File: config.mk
export PLATFORM = sky130hd
export DESIGN_NAME = multiplier_appr
export DESIGN_NICKNAME = d
export VERILOG_FILES = /design/src/rtl/multiplier_appr.sv
export SDC_FILE = /design/constraint.sdc
export NUM_CORES = 1
export LEC_CHECK = 0
export CAP_MARGIN = 20
export CORE_ASPECT_RATIO = 0.8
export CORE_MARGIN = 3
export CORE_UTILIZATION = 39
export DETAILED_ROUTE_END_ITERATION = 12
export GPL_TIMING_DRIVEN = 0
export SYNTH_ARGS = -nofsm -noshare
export SYNTH_HDL_FRONTEND = slang
export SYNTH_SLANG_ARGS = --single-unit
File: constraint.sdc
create_clock -name clk -period 11.2 [get_ports clk]
set_input_delay 3.36 -clock clk [delete_from_list [all_inputs] [get_ports clk]]
set_output_delay 3.36 -clock clk [all_outputs]
set_load 0.01 [all_outputs]
File: src/rtl/multiplier_appr.sv
`default_nettype none
// ============================================================================
// multiplier_appr : signed 16x16 radix-4 Booth multiplier, low columns truncated
// Rev 1.0
// ============================================================================
module multiplier_appr #(
  parameter int                 VBL  = 8,
  parameter logic signed [31:0] COMP = 32'sd0
) (
  input  logic               clk,
  input  logic               rst_n,
  input  logic signed [15:0] A,
  input  logic signed [15:0] B,
  input  logic               in_vld,
  output logic signed [31:0] out,
  output logic               out_vld
);

  localparam logic [31:0] c_MASK = ~((32'd1 << VBL) - 32'd1);

  logic [16:0] w_bx;
  logic [31:0] w_a1;
  logic [31:0] w_a2;
  logic [31:0] w_pp [8];
  logic [31:0] w_sum;

  // b[-1] = 0 is the appended LSB of the recoding window
  assign w_bx = {B, 1'b0};
  assign w_a1 = {{16{A[15]}}, A};
  assign w_a2 = {w_a1[30:0], 1'b0};

  generate
    for (genvar gi = 0; gi < 8; gi++) begin : g_pp
      logic [2:0]  w_trip;
      logic [31:0] w_sel;

      assign w_trip = w_bx[2*gi+2 : 2*gi];

      // full two's-complement negation happens before the column mask
      always_comb begin
        w_sel = 32'd0;
        case (w_trip)
          3'b001, 3'b010: w_sel = w_a1;
          3'b011:         w_sel = w_a2;
          3'b100:         w_sel = 32'd0 - w_a2;
          3'b101, 3'b110: w_sel = 32'd0 - w_a1;
          default:        w_sel = 32'd0;
        endcase
      end

      assign w_pp[gi] = (w_sel << (2 * gi)) & c_MASK;
    end
  endgenerate

  always_comb begin
    w_sum = COMP;
    for (int i = 0; i < 8; i++) begin
      w_sum = w_sum + w_pp[i];
    end
  end

  always_ff @(posedge clk) begin
    if (!rst_n) begin
      out     <= 32'sd0;
      out_vld <= 1'b0;
    end else begin
      out     <= w_sum;
      out_vld <= in_vld;
    end
  end

endmodule
`default_nettype wire

==> flow_summary.ini, run 1 <==
[clock_network]
root_buffer = clkbuf_16
clock_path_buffers = 2
htree_levels = 1
clk_pin_slew_ns = 0.08
numCtsBuffers = 3
cts.sinks = 25
cts_tree = built
cts_setup_buffers = 0

[placed_design]
gp_congestion = 1.05
dp_hpwl_mm = 38.6
post_dp_cell_area_mm2 = 0.0109
portBuffers = 43

[worst_setup_path]
crit_required_ns = 11.40
start_kind = input port
cp-end-kind = flip-flop
crit_type = input port to flip-flop
critPathArrivalTime_ns = 11.10
crit_fanout = 10

[logic_synthesis]
seq_area_frac_synth_pct = 5.01
synth_xor_area_share_pct = 6.39
synth_ff_type = dfxtp_1
avgSynthCellArea_um2 = 7.22
synth_adder_area_share_pct = 25.7
ys_ff_latch = 25
synth_mux_area_share_pct = 5.54
async_flop_share_pct = 0
ys_warn_count = 0
syn-instance-count = 1385
netlist_area_mm2 = 0.0100
synth_edf_count = 0
ys_types = 75
synth-compound-area-share_pct = 29.8
synth-simple-area-share_pct = 16.1
synth_area_leaders = fa_1 (22%), o21ai_0 (5.9%), inv_1 (5.2%)
synth_top_family_by_area = compound AO/OA/AOI/OAI gates
netlist.area_leader.share_pct = 21.8
yosys.area.top_type = fa_1

[die]
dieArea_mm2 = 0.0276
die_x_um = 185
rows = 51
io_pins = 68
start_util_pct = 40.4
fp.dieH_um = 149
core-area_mm2 = 0.0248

[drt]
drc_errors = 0
vias_per_cell = 6.48
vias = 11400
firstDrtPassIters = 6
drt_iter0_drc = 1730
wl_per_cell_um = 27.3
routed.top_layer = met5
dr_wl_met2_mm = 19.3
route.layer.met1.wl_mm = 20.3
wl_met3_mm = 6.16
final_antenna_net_count = 0
wl_mm = 48.1

[sta]
clock.fmax_mhz = 91.7
worst_slew_margin_rel_pct = 21.5
tightest_slew_ns = 1.17
setup_viol = 0
rsz0062_at_grt = no
hold_viol = 0
period_minus_slack_ns = 10.90
slew_violations = 0
post-route-period-util_pct = 97.3

[job]
max_cap_violations = 0

[global_routing]
track_usage_pct = 34.7
grt_max_degree = 16
grt-ovfl-total = 0
grt_pass1_wl_mm = 70.9
grt_pass1_vias = 10400
antenna_found_initial = 2

[hold_path]
min_path_type = input port to flip-flop
hold_path_depth = 2
min_to = out_vld$_SDFF_PN0_
min_from = in_vld

[finish]
syn_to_final_growth_pct = 10.1
final_cell_area_mm2 = 0.0110
fill_cells = 2618
ff_latch_area_um2 = 500
layout-drive-gt1-share_pct = 3.26
num-nets-final = 1619
multi_input_comb_area_mm2 = 0.00844

[pwr]
total_power_mw = 2.99
p_per_area_mw_per_mm2 = 271
irDropWorstVdd_mv = 0.250
p_leak_nw = 4.62

[run_status]
status = finished clean
Yosys cell counts (8+ instances only):
| cell type | number |
|---|---|
| a211o_1 | 9 |
| a211oi_1 | 20 |
| a21o_1 | 18 |
| a21oi_1 | 101 |
| a221oi_1 | 41 |
| a22oi_1 | 30 |
| a31oi_1 | 14 |
| and2_1 | 16 |
| and3_1 | 9 |
| buf_1 | 14 |
| buf_4 | 8 |
| clkbuf_1 | 120 |
| dfxtp_1 | 25 |
| fa_1 | 109 |
| ha_1 | 31 |
| inv_1 | 139 |
| mux2i_1 | 43 |
| nand2_1 | 111 |
| nand2b_1 | 10 |
| nand3_1 | 18 |
| nor2_1 | 121 |
| nor2b_1 | 13 |
| nor3_1 | 18 |
| o211ai_1 | 8 |
| o21ai_0 | 118 |
| o22ai_1 | 21 |
| xnor2_1 | 42 |
| xor2_1 | 26 |
registers in the layout, indices dropped and copies added, names as in the netlist:
register	count
out	24
out_vld	1
logic make-up after synthesis:
group	count (synthesis)
xor gates and xnor gates	70
other	1
AOI/OAI and AO/OA	456
muxes	52
buffers and inverters	288
adders and majority gates	140
DFF	25
and+or+nand+nor	353
metal layers:
metal  track usage, %  up-vias
met5                0        -
met4             13.9        2
met3             8.51      126
met2             48.7      826
met1             50.7     5545
li1                 -     4922
report_power, final:
group	switching (mW)	internal, mW	leakage, nW
logic	1.60	1.14	4.38
registers	0.00761	0.145	0.209
clock network	0.0409	0.0489	0.0371
worst max-delay path, cell delays in order:
cell and delay [ns]:
clkdlybuf4s50_1 0.63, inv_1 0.29, ha_2 0.39, nand2b_1 0.11, clkbuf_1 0.34, or2_2 0.50
nor3_1 0.49, buf_2 0.34, nor4_1 0.08, a21oi_1 0.27, fa_1 0.56, inv_1 0.27
fa_1 0.48, fa_1 0.49, inv_1 0.05, fa_1 0.53, inv_1 0.05, ha_1 0.27
clkbuf_1 0.30, nand2_1 0.08, o21ai_0 0.64, o21ai_0 0.21, and3b_1 0.23, nor3_1 0.15
cell type report:
cell class,count,share of cell area (%)
diodes,1,0.0227
flip-flops and latches,25,4.54
multi-input cells,1079,76.6
clock buffers,3,0.682
clock inverters,1,0.0682
plain buffers,146,5.50
inverters,141,4.81
repair buffers,48,4.18
well taps,318,3.61
worst max-delay path by stage:
stage                     startpoint                  to  slack [ns]  depth (start not counted)
after global routing            A[1]  out[29]$_SDFF_PN0_        0.01                         24
after CTS                       A[1]  out[30]$_SDFF_PN0_        0.03                         21
after global placement          A[1]  out[30]$_SDFF_PN0_       -0.79                         25
after detailed placement        A[1]  out[30]$_SDFF_PN0_       -0.78                         25
final                           A[1]  out[29]$_SDFF_PN0_        0.30                         24
after floorplan                 A[0]  out[30]$_SDFF_PN0_        1.65                         26
metrics by stage:
stage          worst slack (ns)  TNS (ns)  util [%]  hold WS [ns]  std cells
6_report                  0.298         0      44.5          3.65       1762
5_1_grt                  0.0102         0      44.5          3.66       1761
4_1_cts                  0.0333         0      44.3          3.65       1760
3_5_place_dp             -0.776     -6.36      43.9          3.95       1756
3_3_place_gp             -0.788     -6.10      43.8          3.95       1753
2_1_floorplan              1.65         0         -          3.49       1392
what timing repair did:
item                       4_1_cts  5_1_grt
setup endpoints to repair       11       11
resized for setup                4        8
hold buffers                     0        0
layout by cell type (no fill, tap or decap), drive strengths merged, types with 21 or more instances in the layout:
cell,instances
fa,109
buf,32
nand2,111
nor2,121
a22oi,30
ha,31
o21ai,120
and2,21
mux2i,43
a211oi,21
inv,139
xor2,26
a221oi,41
dfxtp,25
clkbuf,122
clkdlybuf4s50,43
a21oi,101
xnor2,44
o22ai,21
No activity file was read; power rests on OpenSTA's default activity.
==> run 2: changes to the inputs <==
Settings changed: SKIP_CTS_REPAIR_TIMING set to 1, SLEW_MARGIN set to 20, TNS_END_PERCENT set to 20.
==> flow_summary.ini, run 2 (synthesized netlist as in run 1, its figures left out) <==
[run_status]
status = finished clean

[drt]
firstDrtPassIters = 6
final_antenna_net_count = 0
drt_iter0_drc = 1744
vias = 11400
wl_mm = 48.1
vias_per_cell = 6.47
drc_errors = 0
wl_per_cell_um = 27.4

[clock_network]
cts.sinks = 25
htree_levels = 1
numCtsBuffers = 3
root_buffer = clkbuf_16
cts_tree = built
clock_path_buffers = 2
clk_pin_slew_ns = 0.08

[worst_setup_path]
path_depth = 23
crit_required_ns = 11.40
start_kind = input port
critPathLaunch = A[1]
crit_slowest_cell = nor3_2
crit_type = input port to flip-flop
cp-end-kind = flip-flop
critPathArrivalTime_ns = 11.21
cp_cell_sequence = clkdlybuf4s50_1 -> inv_1 -> ha_2 -> nand2b_1 -> clkbuf_1 -> or2_2 -> nor3_2 -> nor4_1 -> a21oi_1 -> fa_1 -> inv_1 -> fa_1 -> fa_1 -> inv_1 -> fa_1 -> inv_1 -> ha_1 -> clkbuf_1 -> nand2_1 -> o21ai_0 -> o21ai_0 -> and3b_1 -> nor3_1
cp_top_family = adder cells
path_buf_inv = 7
crit_fanout = 10
cp_slowest_stage_delay_ns = 0.80

[hold_path]
min_path_type = input port to flip-flop
hold_path_depth = 2
min_from = in_vld

[finish]
final_core_util_pct = 44.4
final_cell_mix = inv_1 (139), nor2_1 (120), clkbuf_1 (117), o21ai_0 (117), nand2_1 (111)
syn_to_final_growth_pct = 9.98
final_cell_area_mm2 = 0.0110
num-nets-final = 1614
largest_register = out
layout-drive-gt1-share_pct = 3.06
layout_commonest_cell = inv_1
largest_register_ffs = 24
largestRegisters = out x24, out_vld x1

[sta]
hold_viol = 0
rsz0062_at_grt = yes
setup_viol = 0
slew_violations = 0
fin_ws_ns = 0.188
clock.fmax_mhz = 90.8
post-route-period-util_pct = 98.3
tightest_slew_ns = 1.21
period_minus_slack_ns = 11.01
whs_ns = 3.66
worst_slew_margin_rel_pct = 18.8

[die]
rows = 51
fp.dieH_um = 149
die_x_um = 185
core-area_mm2 = 0.0248
start_util_pct = 40.4
dieArea_mm2 = 0.0276
io_pins = 68

[pwr]
pwr-share-seq_pct = 5.1
intPower_mw = 1.33
swShare_pct = 55.3
clkPwrFrac_pct = 3.0
comb_power_share_pct = 91.9
p_leak_nw = 4.60
power.net_switching_mw = 1.65
p_per_area_mw_per_mm2 = 271
irDropWorstVdd_mv = 0.236

[global_routing]
grt_busiest_layer = met1
grt_max_degree = 16
use_met1_pct = 50.8
globalRouteMet2Util_pct = 49.5
track_usage_pct = 34.5
grt_pass1_vias = 10400
grt_pass1_wl_mm = 70.8
grt-ovfl-total = 0
antenna_found_initial = 1
grtUsageMet3_pct = 8.43

[placed_design]
portBuffers = 43
post_dp_cell_area_mm2 = 0.0109
dp_hpwl_mm = 38.5
pre_cts_slack_ns = -0.737
gp_congestion = 1.05

[job]
max_cap_violations = 0
-- run 2: cell types whose count changed in the layout (fill, tap and decap cells not counted), sizes merged --
cell  previous run  this run
buf             32        27
-- run 2: final timing paths --
kind | slack (ns) | end
worst min-delay path | 3.66 | out_vld$_SDFF_PN0_
worst max-delay path | 0.19 | out[29]$_SDFF_PN0_
-- run 2: layout make-up --
type                    count  area (um2)
fillers                  2610       13800
well taps                 318         398
repair buffers             43         430
inverters                 141         529
clock inverters             1        7.51
clock buffers               3        75.1
flip-flops and latches     25         500
diodes                      1        2.50
plain buffers             146         606
multi-input cells        1079        8450
-- run 2: metrics by stage --
stage                     setup TNS, ns  power [mW]  cells
final                                 0        2.98   1757
after global routing            -0.0337        3.39   1756
after CTS                         -3.17        2.94   1757
after detailed placement          -6.03        2.83   1753
after global placement            -6.10        2.79   1753
after floorplan                       0        2.20   1392
-- run 2: layer usage --
metal	share of wire, %	wire, um
met1	42	20200
met2	41	19600
met3	13	6410
met4	4.0	1910
met5	0	0
-- run 2: power by group through the flow --
stage / clock (mW) / combinational [mW] / sequential, mW
CTS: 0.0953 / 2.69 / 0.154
global route: 0.0956 / 3.13 / 0.156
floorplan: 0 / 2.03 / 0.174
finish: 0.0890 / 2.74 / 0.153
detailed placement: 0 / 2.67 / 0.156
global placement: 0 / 2.63 / 0.155
==> run 3: changes to the inputs <==
Settings changed: CAP_MARGIN 20 to 15.
==> results of run 3 <==
No change in the layout: final DEF, timing and power equal those of run 2.
